**config.mk**
```make
export PLATFORM = sky130hd
export DESIGN_NAME = ring_rand_param
export DESIGN_NICKNAME = d
export VERILOG_FILES = /design/src/rtl/ring_rand_param.sv
export SDC_FILE = /design/constraint.sdc
export NUM_CORES = 2
export LEC_CHECK = 0
export ABC_CLOCK_PERIOD_IN_PS = 7300
export CELL_PAD_IN_SITES_DETAIL_PLACEMENT = 1
export CELL_PAD_IN_SITES_GLOBAL_PLACEMENT = 1
export CORE_AREA = 3 3 365 367
export DETAILED_ROUTE_END_ITERATION = 8
export DIE_AREA = 0 0 368 370
export DONT_BUFFER_PORTS = 1
export GPL_TIMING_DRIVEN = 0
export PLACE_DENSITY_LB_ADDON = 0.1
export SYNTH_ARGS = -nofsm -noshare
export SYNTH_HDL_FRONTEND = slang
export SYNTH_SLANG_ARGS = --single-unit
export TNS_END_PERCENT = 30
```
**constraint.sdc**
```tcl
create_clock -name clk -period 7.3 [get_ports clk]
set_input_delay 1.095 -clock clk [delete_from_list [all_inputs] [get_ports clk]]
set_output_delay 1.095 -clock clk [all_outputs]
set_load 0.05 [all_outputs]
```
**src/rtl/ring_rand_param.sv**
```systemverilog
// ring_rand_param: cyclic tone table with a handshaked replay stream and a
// random-access read port. Both readers share one block-RAM read port.
// The table is filled by sequential appends. It is replayed 0..count-1
// endlessly through a small prefetch FIFO.
module ring_rand_param #(
    parameter int DATA_W = 14,
    parameter int ADDR_W = 7,
    parameter int RD_LAT = 2
) (
    input  logic              clk,
    input  logic              rst,
    input  logic              clear,
    input  logic              wr_en,
    input  logic [DATA_W-1:0] din,
    output logic [DATA_W-1:0] m_data,
    output logic              m_valid,
    input  logic              m_ready,
    output logic [ADDR_W-1:0] m_index,
    output logic              m_last,
    output logic [ADDR_W:0]   count,
    output logic              full,
    output logic              overflow,
    input  logic              rand_en,
    input  logic [ADDR_W-1:0] rand_addr,
    output logic              rand_busy,
    output logic              rand_valid,
    output logic [DATA_W-1:0] rand_data,
    output logic              rand_err
);
    localparam int DEPTH = 2**ADDR_W;
    localparam int FD    = RD_LAT + 1;          // prefetch FIFO depth
    localparam int PW    = $clog2(FD);
    localparam int CW    = $clog2(FD + 1);

    logic [DATA_W-1:0] mem [0:DEPTH-1];

    logic [ADDR_W:0]   count_reg;
    logic              overflow_reg;
    logic [ADDR_W-1:0] rp_reg;
    logic              gen_reg;

    logic [DATA_W-1:0] fifo_data_reg [0:FD-1];
    logic [ADDR_W-1:0] fifo_idx_reg  [0:FD-1];
    logic [PW-1:0]     wp_reg;
    logic [PW-1:0]     rdp_reg;
    logic [CW-1:0]     fcnt_reg;

    logic              rand_busy_reg;
    logic              rand_valid_reg;
    logic [DATA_W-1:0] rand_data_reg;
    logic              rand_err_reg;

    logic              full_w;
    logic              wr_accept;
    logic              restart;
    logic              rand_accept;
    logic              rand_err_w;
    logic              stream_issue;
    logic              inflight;
    logic [ADDR_W-1:0] rd_addr;
    logic              push;
    logic              pop;

    // Signals of the read that completes at this clock edge.
    logic              land_v;
    logic              land_rand;
    logic              land_err;
    logic              land_gen;
    logic [ADDR_W-1:0] land_idx;
    logic [DATA_W-1:0] land_data;

    function automatic logic [PW-1:0] ptr_inc(input logic [PW-1:0] p);
        return (p == PW'(FD - 1)) ? '0 : p + PW'(1);
    endfunction

    // A write, or a clear, restarts the stream. The random port takes priority
    // over stream prefetch for the single RAM read port.
    always_comb begin
        full_w       = (count_reg == (ADDR_W+1)'(DEPTH));
        wr_accept    = wr_en && !full_w && !clear;
        restart      = clear || wr_accept;
        rand_accept  = rand_en && !rand_busy_reg && !restart;
        rand_err_w   = ({1'b0, rand_addr} >= count_reg);
        stream_issue = (count_reg != '0) && !restart && !rand_accept &&
                       ((int'(fcnt_reg) + int'(inflight)) < FD);
        rd_addr      = rand_accept ? rand_addr : rp_reg;
        push         = land_v && !land_rand && (land_gen == gen_reg) && !restart;
        pop          = m_valid && m_ready;
    end

    // Read pipeline. The last stage lands directly in the FIFO or in the random
    // result registers, so the data is visible RD_LAT cycles after the issue.
    generate
        if (RD_LAT == 1) begin : g_lat1
            assign land_v    = stream_issue || rand_accept;
            assign land_rand = rand_accept;
            assign land_err  = rand_err_w;
            assign land_gen  = gen_reg;
            assign land_idx  = rp_reg;
            assign land_data = mem[rd_addr];
            assign inflight  = 1'b0;
        end else begin : g_lat2
            logic              s1_v_reg;
            logic              s1_rand_reg;
            logic              s1_err_reg;
            logic              s1_gen_reg;
            logic [ADDR_W-1:0] s1_idx_reg;
            logic [DATA_W-1:0] ram_q_reg;

            // Registered RAM read. It is not reset, so it maps onto the BRAM read port.
            always_ff @(posedge clk) begin
                ram_q_reg <= mem[rd_addr];
            end

            // The control tag travels alongside the RAM data.
            always_ff @(posedge clk) begin
                if (rst) begin
                    s1_v_reg    <= 1'b0;
                    s1_rand_reg <= 1'b0;
                    s1_err_reg  <= 1'b0;
                    s1_gen_reg  <= 1'b0;
                    s1_idx_reg  <= '0;
                end else begin
                    s1_v_reg    <= stream_issue || rand_accept;
                    s1_rand_reg <= rand_accept;
                    s1_err_reg  <= rand_err_w;
                    s1_gen_reg  <= gen_reg;
                    s1_idx_reg  <= rp_reg;
                end
            end

            assign land_v    = s1_v_reg;
            assign land_rand = s1_rand_reg;
            assign land_err  = s1_err_reg;
            assign land_gen  = s1_gen_reg;
            assign land_idx  = s1_idx_reg;
            assign land_data = ram_q_reg;
            assign inflight  = s1_v_reg && !s1_rand_reg && (s1_gen_reg == gen_reg);
        end
    endgenerate

    // RAM write port. Writes append at the current fill level.
    always_ff @(posedge clk) begin
        if (wr_accept && !rst) begin
            mem[count_reg[ADDR_W-1:0]] <= din;
        end
    end

    // Fill level, sticky overflow, stream read pointer and restart generation.
    always_ff @(posedge clk) begin
        if (rst) begin
            count_reg    <= '0;
            overflow_reg <= 1'b0;
            rp_reg       <= '0;
            gen_reg      <= 1'b0;
        end else begin
            if (clear) begin
                count_reg    <= '0;
                overflow_reg <= 1'b0;
            end else if (wr_en) begin
                if (full_w) overflow_reg <= 1'b1;
                else        count_reg    <= count_reg + (ADDR_W+1)'(1);
            end
            if (restart) begin
                rp_reg  <= '0;
                gen_reg <= ~gen_reg;
            end else if (stream_issue) begin
                rp_reg <= ({1'b0, rp_reg} == count_reg - (ADDR_W+1)'(1)) ? '0 : rp_reg + ADDR_W'(1);
            end
        end
    end

    // Prefetch FIFO of {data, index}. A restart flushes it.
    always_ff @(posedge clk) begin
        if (rst || restart) begin
            wp_reg   <= '0;
            rdp_reg  <= '0;
            fcnt_reg <= '0;
        end else begin
            if (push) begin
                fifo_data_reg[wp_reg] <= land_data;
                fifo_idx_reg[wp_reg]  <= land_idx;
                wp_reg                <= ptr_inc(wp_reg);
            end
            if (pop) rdp_reg <= ptr_inc(rdp_reg);
            case ({push, pop})
                2'b10:   fcnt_reg <= fcnt_reg + CW'(1);
                2'b01:   fcnt_reg <= fcnt_reg - CW'(1);
                default: fcnt_reg <= fcnt_reg;
            endcase
        end
    end

    // Random read result. rand_valid pulses once, and the data is held until the next result.
    always_ff @(posedge clk) begin
        if (rst) begin
            rand_busy_reg  <= 1'b0;
            rand_valid_reg <= 1'b0;
            rand_data_reg  <= '0;
            rand_err_reg   <= 1'b0;
        end else begin
            rand_valid_reg <= land_v && land_rand;
            if (land_v && land_rand) begin
                rand_data_reg <= land_err ? '0 : land_data;
                rand_err_reg  <= land_err;
            end
            if (rand_accept)         rand_busy_reg <= 1'b1;
            else if (rand_valid_reg) rand_busy_reg <= 1'b0;
        end
    end

    // Stream outputs read zero whenever no word is presented.
    always_comb begin
        m_valid    = (fcnt_reg != '0);
        m_data     = m_valid ? fifo_data_reg[rdp_reg] : '0;
        m_index    = m_valid ? fifo_idx_reg[rdp_reg] : '0;
        m_last     = m_valid && ({1'b0, fifo_idx_reg[rdp_reg]} == count_reg - (ADDR_W+1)'(1));
        count      = count_reg;
        full       = full_w;
        overflow   = overflow_reg;
        rand_busy  = rand_busy_reg;
        rand_valid = rand_valid_reg;
        rand_data  = rand_data_reg;
        rand_err   = rand_err_reg;
    end
endmodule

```
==> summary.txt <==
Synth
  • Post-synth ARST share: 0
  • Syn Inst Count: 5,151
  • Post-synth EDFFs: between 1,500 and 2,000
  • Mapped Avg Cell Area: 14.60 µm²
  • Post-synthesis sequential area ratio: 0.7586
  • Synth Register Bits: approximately 1,900
  • Synth area leader: edfxtp_1
  • YS warnings: 0
  • Post-Synthesis Cell Area: 75,190 µm²
  • Syn nets: 5,191
  • Distinct cells, synth: 48
  • Top_reg_cell synth: edfxtp_1
  • Top cells by area, synth: edfxtp_1 74%, mux2i_1 6.3%, nand2_1 4.7%, a21oi_1 3.4%, nor4_1 1.9%
  • Post-synth top area share: 0.7408

CTS
  • Cts repair resizes: 0
  • Clk buf depth: 3
  • CTS tree: yes
  • TritonCTS Buffers: 189
  • Post-CTS setup buffer count: 0
  • Cts hold-fix bufs: 0
  • Worst-skew pair later-pin latency: roughly 0.82 ns
  • H-tree level count: 4
  • Reg clk slew, reported paths: 0.06 ns
  • Clk sinks: 1,922
  • Clock root cell: clkbuf_16

Flow run
  • Max-cap viol count: 6

Floorplan
  • Die width: 368 µm
  • I/O pins: 77
  • Initial Util: 0.5792
  • Area of the core: 129,800 µm²
  • Row cnt: 132
  • Die area: about 140,000 µm²
  • Die height: 370 µm

Detailed routing
  • Final wirelength: 261,100 µm
  • Met2 wire len: 117,300 µm
  • Max Used Layer: met5
  • 1st-iter DRT viols: 7,943
  • Antenna Violating Nets Remaining: 0
  • Via count: 49,461
  • DRC errors left: 0
  • TritonRoute pass-1 iters: 8
  • DR WL/cell: 35.94 µm
  • Routed met1 length: 94,200 µm
  • Routed vias/inst: 6.808
  • Met3 routed WL: 31,410 µm

Cells and area
  • Commonest non-fill, non-tap cell in the layout: edfxtp_1
  • Max FFs per register: approximately 1,800
  • Syn-to-layout area delta: 11.39%
  • Nets: 5,409
  • Final Util: 0.6452
  • Layout cells sized above 1: 0.1026
  • Commonest non-fill, non-tap cells in the layout: 1,855 x edfxtp_1, 932 x nand2_1, 510 x a21oi_1, 474 x mux2i_1

Outcome
  • Status: finished with violations
  • Violated checks: capacitance limit, slew limit, setup timing

STA
  • Setup TNS: -0.06547 ns
  • Ratio of final minimum period to clock period: 1.009
  • Slew HR: -0.04455
  • Min Tclk post-route: 7.365 ns
  • Final Max Slew Viols: 42
  • RSZ-0062 raised after global routing: false
  • Clock Skews: 0.02636 ns
  • Worst slew pin tran: ~1.6 ns
  • Final hold vios: 0
  • Fmax: 0.1358 GHz
  • Final setup fails: 1
  • Final worst setup slack: -0.06547 ns

Global routing
  • Total gr overflow: 0
  • Vias in the first global route: 50,094
  • GR Util All Layers: 0.3822
  • Largest net degree at the start of global routing: 129
  • Initial antenna violation count: 16
  • Global-route wire length before repair: 367,000 µm

Critical path
  • Largest fanout on the critical path: 10
  • CP max stage cell: a211oi_1
  • Critical path cell sequence: clkbuf_1 > inv_1 > ha_1 > or4b_4 > o21ai_2 > nand2_2 > buf_6 > mux2i_4 > clkbuf_1 > a21oi_1 > nor4_1 > o21ai_0 > a211oi_1 > a21oi_1
  • Worst setup EP type: register
  • Required time of the critical path: 7.90 ns
  • Setup slack, reg-to-reg: -0.07 ns
  • WP data arrival: 7.96 ns
  • Startpoint Class: register
  • CP peak stage delay: 1.33 ns
  • Crit path kind: reg2reg

Place
  • Gpl congestion: ~1.0
  • Final HPWL DP: between 150,000 and 200,000 µm
  • Port bufs: 0

Power and ir drop
  • Sequential Power Share: 0.543
  • Comb power frac: 0.029
  • Clock power frac: 0.428
  • Sw Ratio: 0.2091
  • Leak: 29.72 nW
  • Worst ir drop on vdd: 0.2443 mV
  • Total Power: 22.30 mW
  • Pwr dens: 266.3 nW/µm²
  • Switch Pwr: roughly 4.7 mW
  • Internal Power: 17.64 mW

Min path
  • HP Class: in2reg
## logic make-up (layout without fill, tap and decap cells)
group                    Yosys count  count (layout)  synth area share
flip-flops                      1922            1922            0.7586
AND/OR/NAND/NOR                 1561            1561           0.08986
AO/OA/AOI/OAI                    808             808           0.05950
multiplexers                     483             483           0.06508
buffers and inverters            329             695           0.02068
XOR/XNOR                          35              35          0.004077
adder cells (fa/ha/maj)           13              13          0.002163
other                              0               6                 0
## critical path: cells and delay by family (launching register included)
family / cells / cell delay, ns
DFF: 1 / 0.88
adders and majority gates: 1 / 0.29
AOI/OAI and AO/OA: 5 / 2.47
buffers and inverters: 4 / 2.06
and+or+nand+nor: 3 / 0.87
muxes: 1 / 0.55
## power by group through the flow
| stage | logic [mW] | registers, mW | clock network, mW |
|---|---|---|---|
| floorplan | 0.335 | 12.3 | 0 |
| global placement | 0.583 | 12.4 | 0 |
| detailed placement | 0.603 | 12.4 | 0 |
| CTS | 0.613 | 12.1 | 9.53 |
| global route | 0.656 | 12.1 | 9.97 |
| finish | 0.647 | 12.1 | 9.54 |
## through the flow
stage	std cells	area [µm²]	hold slack (ns)	setup slack, ns
4_1_cts	7252	83580	0.3307	0.6156
2_1_floorplan	5151	75190	0.4210	2.945
3_3_place_gp	6893	77370	0.4243	-0.1072
6_report	7265	83760	0.3665	-0.06547
3_5_place_dp	6913	77660	0.4455	0.6178
5_1_grt	7259	83750	0.3552	0.05220
## metal layers
| metal | vias to the layer above | track usage |
|---|---|---|
| met3 | 833 | 0.1000 |
| met4 | 10 | 0.2227 |
| met2 | 3485 | 0.5813 |
| met1 | 25202 | 0.5017 |
| li1 | 19931 | - |
| met5 | - | 0 |
## worst paths after layout
check / startpoint / end / cells past startpoint
max reg2reg: count[0] / g_lat2.ram_q_reg[4] / 14
min reg2reg: g_lat2.s1_idx_reg[5] / fifo_idx_reg[2][5] / 0
min: clear / g_lat2.s1_v_reg / 1
max: count[0] / g_lat2.ram_q_reg[4] / 14
## synth_stat cells (27+ instances only)
cell / number
nand3_1: 27
a21oi_1: 510
nor3_1: 97
edfxtp_1: 1855
mux2i_1: 474
nand2_1: 932
nor2_1: 221
buf_2: 175
clkbuf_1: 110
dfxtp_1: 67
nor4_1: 227
o22ai_1: 224
## layout make-up
class                      count  area [µm²]
timing repair buffer          27       255.2
inverter                      10       37.54
buffer                       319        1525
clock buffer                 244        5157
tap                         1742        2180
antenna                        6       15.01
fill                       11912       46050
clock inverter                95       757.0
sequential                  1922       57040
multi-input combinational   2900       16790
(Power assumes the default switching activity.)
